### config.mk
export PLATFORM = sky130hd
export DESIGN_NAME = scan_mux
export DESIGN_NICKNAME = d
export VERILOG_FILES = /design/src/rtl/scan_mux.sv
export SDC_FILE = /design/constraint.sdc
export NUM_CORES = 1
export LEC_CHECK = 0
export ABC_AREA = 1
export ABC_CLOCK_PERIOD_IN_PS = 4200
export BUFFER_PORTS_ARGS = -buffer_cell sky130_fd_sc_hd__buf_2
export CAP_MARGIN = 5
export CORE_ASPECT_RATIO = 1.1
export CORE_MARGIN = 5
export CORE_UTILIZATION = 25
export DETAILED_ROUTE_END_ITERATION = 10
export PLACE_DENSITY_LB_ADDON = 0.2
export SETUP_SLACK_MARGIN = 0.5
export SLEW_MARGIN = 15
export SYNTH_ARGS = -nofsm -noshare
export SYNTH_HDL_FRONTEND = slang
export SYNTH_HIERARCHICAL = 1
export SYNTH_SLANG_ARGS = --single-unit
### constraint.sdc
create_clock -name clk -period 4.2 [get_ports clk]
set_clock_uncertainty 0.1 [all_clocks]
set_input_delay 0.63 -clock clk [delete_from_list [all_inputs] [get_ports clk]]
set_output_delay 0.63 -clock clk [all_outputs]
set_load 0.01 [all_outputs]
### src/rtl/scan_mux.sv
// Registered N:1 word multiplexer with several channels sharing one select.
// The select comes either from a loadable register (direct mode) or from a one-pass scan counter.
module scan_mux_lane #(
  parameter int WIDTH  = 8,
  parameter int INPUTS = 4,
  parameter int SELW   = 2
) (
  input  logic [INPUTS*WIDTH-1:0] din,
  input  logic [SELW-1:0]         idx,
  input  logic                    enb_n,
  output logic [WIDTH-1:0]        word
);
  logic [INPUTS-1:0][WIDTH-1:0] words;

  assign words = din;
  assign word  = enb_n ? '0 : words[idx];
endmodule

module scan_mux #(
  parameter  int WIDTH    = 8,
  parameter  int INPUTS   = 4,
  parameter  int CHANNELS = 2,
  localparam int SELW     = $clog2(INPUTS)
) (
  input  logic                             clk,
  input  logic                             reset,
  input  logic [CHANNELS*INPUTS*WIDTH-1:0] din,
  input  logic [SELW-1:0]                  sel,
  input  logic                             sel_ld,
  input  logic [CHANNELS-1:0]              enb_n,
  input  logic                             mode,
  input  logic                             scan_start,
  output logic [CHANNELS*WIDTH-1:0]        q,
  output logic [SELW-1:0]                  q_sel,
  output logic                             q_valid,
  output logic                             scan_busy,
  output logic                             scan_done
);
  typedef enum logic {IDLE, SCAN} state_t;

  state_t                             state_q, state_d;
  logic [SELW-1:0]                    cnt_q, cnt_d;
  logic [SELW-1:0]                    sel_r_q, sel_r_d;
  logic [CHANNELS-1:0][WIDTH-1:0]     q_q, q_d;
  logic [SELW-1:0]                    q_sel_q, q_sel_d;
  logic                               q_valid_q, q_valid_d;
  logic                               done_q, done_d;
  logic [SELW-1:0]                    idx;
  logic [CHANNELS-1:0][WIDTH-1:0]     word;
  logic                               sample;

  // A scan only drives the index while mode stays high; dropping mode aborts to direct.
  assign idx = (mode && state_q == SCAN) ? cnt_q : sel_r_q;

  for (genvar c = 0; c < CHANNELS; c++) begin : g_lane
    scan_mux_lane #(.WIDTH(WIDTH), .INPUTS(INPUTS), .SELW(SELW)) u_lane (
      .din   (din[c*INPUTS*WIDTH +: INPUTS*WIDTH]),
      .idx   (idx),
      .enb_n (enb_n[c]),
      .word  (word[c])
    );
  end

  always_comb begin
    state_d   = state_q;
    cnt_d     = cnt_q;
    sel_r_d   = sel_ld ? sel : sel_r_q;
    q_d       = q_q;
    q_sel_d   = q_sel_q;
    q_valid_d = 1'b0;
    done_d    = 1'b0;
    sample    = 1'b0;
    if (!mode) begin
      state_d = IDLE;
      cnt_d   = '0;
      sample  = 1'b1;
    end else if (state_q == SCAN) begin
      sample = 1'b1;
      cnt_d  = cnt_q + SELW'(1);
      if (cnt_q == SELW'(INPUTS-1)) begin
        state_d = IDLE;
        done_d  = 1'b1;
      end
    end else if (scan_start) begin
      state_d = SCAN;
      cnt_d   = '0;
    end
    if (sample) begin
      q_d       = word;
      q_sel_d   = idx;
      q_valid_d = 1'b1;
    end
  end

  always_ff @(posedge clk) begin
    if (reset) begin
      state_q   <= IDLE;
      cnt_q     <= '0;
      sel_r_q   <= '0;
      q_q       <= '0;
      q_sel_q   <= '0;
      q_valid_q <= 1'b0;
      done_q    <= 1'b0;
    end else begin
      state_q   <= state_d;
      cnt_q     <= cnt_d;
      sel_r_q   <= sel_r_d;
      q_q       <= q_d;
      q_sel_q   <= q_sel_d;
      q_valid_q <= q_valid_d;
      done_q    <= done_d;
    end
  end

  assign q         = q_q;
  assign q_sel     = q_sel_q;
  assign q_valid   = q_valid_q;
  assign scan_busy = (state_q == SCAN);
  assign scan_done = done_q;
endmodule

==> summary.txt <==
Placed design
  – Gp weighted congestion: 0.773
  – Post-DP Area: 2240 µm²
  – Buffers on Ports: 93
  – HPWL Detailed: 4.08 mm

STA
  – Max Clk Rate: 442 MHz
  – Setup TNS: 0 ps
  – Final Hold Fails: 0
  – # setup viols final: 0
  – Hold_ws: 411 ps
  – Slew Limit Fails: 0
  – Fin crit share: 53.9%
  – RSZ-0062 raised after global routing: false
  – Relative slew slack: 54.5%
  – Post-layout min period: 2260 ps
  – Worst slew pin tran: 681 ps

Routing
  – Drt first pass iters: 4
  – Initial DRC count: 47
  – Antenna Violating Nets Remaining: 0
  – DRT Wirelength: 5.15 mm
  – # DRC: 0
  – Routed len/inst: 10.8 µm
  – Via count: 1970
  – Routed vias/inst: 4.13

Hold path
  – Worst hold path class: flop to flop

Critical path
  – Critical path cell sequence: nand3_1 -> nand2_1 -> buf_4 -> inv_6 -> nand2_1 -> nand3_1 -> a21oi_1 -> nor2_1 -> nor2_1
  – Critical path endpoint: q[8]
  – WP data arrival: 2370 ps
  – Crit path max-delay cell type: dfxtp_1
  – Worst EP required: 4310 ps
  – Reg-to-reg startpoint: scan_busy
  – Crit Reg-Reg Endpoint: q[8]
  – FF-to-FF setup slack: 1940 ps
  – CP peak stage delay: 520 ps
  – Startpoint types: flop
  – Reg2reg path depth: 9
  – Nature of the critical path endpoint: flop
  – Worst setup path start: scan_busy
  – CP Max Fanout: 18
  – Setup CP Type: flop to flop

Clock network
  – Worst-path clk slew: 90 ps
  – Total CTS buffers: 3
  – H-tree depth: 1
  – Post-cts sizing count: 0
  – Post-CTS Setup Bufs: 0
  – CTS tree: built
  – Clk root buf: clkbuf_8
  – Clock sink count: 25
  – Clock Latency Late Sink: 260 ps
  – Clk buf depth: 2
  – CTS hold repair buffers: 0

Die
  – Die X: 90.8 µm
  – IO Pins: 94
  – Core area: 7010 µm²
  – Die area: 8980 µm²
  – Initial Utilization: 25.6%
  – Row Count: 32
  – Die Y: 98.9 µm

Job
  – Max cap viols: 0

Global route
  – Total gr overflow: 0
  – Met3 Track Usage GR: 3.28%
  – Pin count of the biggest net entering global routing: 21
  – Number of antenna violations at the first check in global routing: 0
  – Global-route wire length before repair: 8.58 mm
  – GRT Util Overall: 11.0%
  – Met2 usage: 19.7%
  – Vias in the first global route: 1919
  – Met1 Use GR: 13.5%
  – Most used routing layer: met2

Power and ir drop
  – Pwr per Cell Area: 251 nW/µm²
  – Worst IR Drop VDD: 0.144 mV
  – Leakage: 1.40 nW

Outcome
  – Run status: completed

Synthesis
  – Seq cells post-synth: 25
  – Yosys cell types: 20
  – Syn avg cell area: 5.81 µm²
  – Top-area cell type share of the netlist area: 27.9%
  – Seq/Total Area, Yosys: 27.9%
  – YS warnings: 6
  – Cell area after synthesis: 1800 µm²
  – Gate count of the mapped netlist: 309
  – Area leader, netlist: dfxtp_1
  – Synth area leaders: dfxtp_1 28%, inv_1 15%, nand2_1 14%
  – Syn_nets: 384

Final layout
  – Layout fillers: 811
  – Final instance area: 2290 µm²
  – Sequential cell area: 500 µm²
  – # nets final: 468
  – Synth-to-layout area growth: 27.3%
  – Ant diodes: 0
  – Multi-input gate area: 861 µm²
  – Share of cells above drive strength 1: 27.8%
==> cell families (layout without fill, tap and decap cells) <==
group / Yosys count / count (layout) / share of synthesized area, %
simple gates: 152 / 152 / 35.4
fa+ha+maj: 2 / 2 / 1.39
flops: 25 / 25 / 27.9
compound gates: 40 / 40 / 11.1
buf+inv: 90 / 173 / 24.2
==> worst min-delay path by stage <==
| stage | start | to | depth (start not counted) |
|---|---|---|---|
| 6_report | cnt_q[1] | cnt_q[1] | 2 |
| 3_3_place_gp | q[2] | q[2] | 2 |
| 5_1_grt | cnt_q[0] | cnt_q[0] | 1 |
| 4_1_cts | cnt_q[1] | cnt_q[1] | 2 |
| 3_5_place_dp | q[8] | q[8] | 2 |
| 2_1_floorplan | sel_r_q[1] | sel_r_q[1] | 2 |
==> synthesized netlist by cell type (all sizes together) <==
cell,n
inv,75
ha,2
a21oi,19
dfxtp,25
nand3,34
buf,13
nor2,44
clkbuf,2
o21ai,21
nand2,74
==> worst max-delay path, delay by kind of cell, from the launching register on <==
family / cells / cell delay [ps]
AO/OA/AOI/OAI: 1 / 180
AND/OR/NAND/NOR: 6 / 940
flip-flops: 1 / 520
buffers and inverters: 2 / 450
==> report_power, final <==
part           internal (mW)  switching, mW
clock network         0.0662         0.0731
registers              0.253        0.00928
logic                 0.0728         0.0993
total                  0.392          0.182
==> state kept, by name, indices dropped and copies added (netlist names) <==
register / flops
q: 16
cnt_q: 2
q_sel: 2
sel_r_q: 2
q_valid: 1
scan_busy: 1
scan_done: 1
==> area by class of cell <==
type	instances	area share (%)
Clock buffer	3	1.81
Clock inverter	1	0.219
Inverter	75	13.1
Multi-Input combinational cell	194	37.7
Sequential cell	25	21.9
Tap cell	85	4.65
Timing Repair Buffer	94	20.7
==> metal layers <==
layer,wire [µm],up-vias
met1,2240,835
met3,385,2
li1,-,1084
met2,2500,49
met4,19,0
met5,0,-
==> cell usage in the layout (no fill, tap or decap) <==
cell type / netlist / routed
nand3_1: 34 / 34
inv_8: 1 / 1
o21ai_1: 4 / 4
dfxtp_1: 25 / 25
nand2_1: 69 / 69
inv_6: 2 / 2
inv_2: 1 / 1
o21ai_0: 17 / 17
inv_1: 71 / 71
clkinv_2: 0 / 1
nor2_1: 42 / 42
nor2_2: 2 / 2
nand2_2: 4 / 4
a21oi_1: 19 / 19
clkbuf_8: 0 / 3
buf_2: 2 / 93
nand2_4: 1 / 1
ha_1: 2 / 2
buf_4: 0 / 1
==> per-stage QoR <==
stage | instances | power (mW) | setup slack, ps | util [%]
global route | 477 | 0.620 | 1660 | 32.6
finish | 477 | 0.574 | 1940 | 32.6
CTS | 477 | 0.587 | 1880 | 32.6
global placement | 473 | 0.442 | 1680 | 32.0
detailed placement | 473 | 0.443 | 1650 | 32.0
floorplan | 309 | 0.385 | 2490 | -
Note: power is estimated with default switching activity, not from simulation.
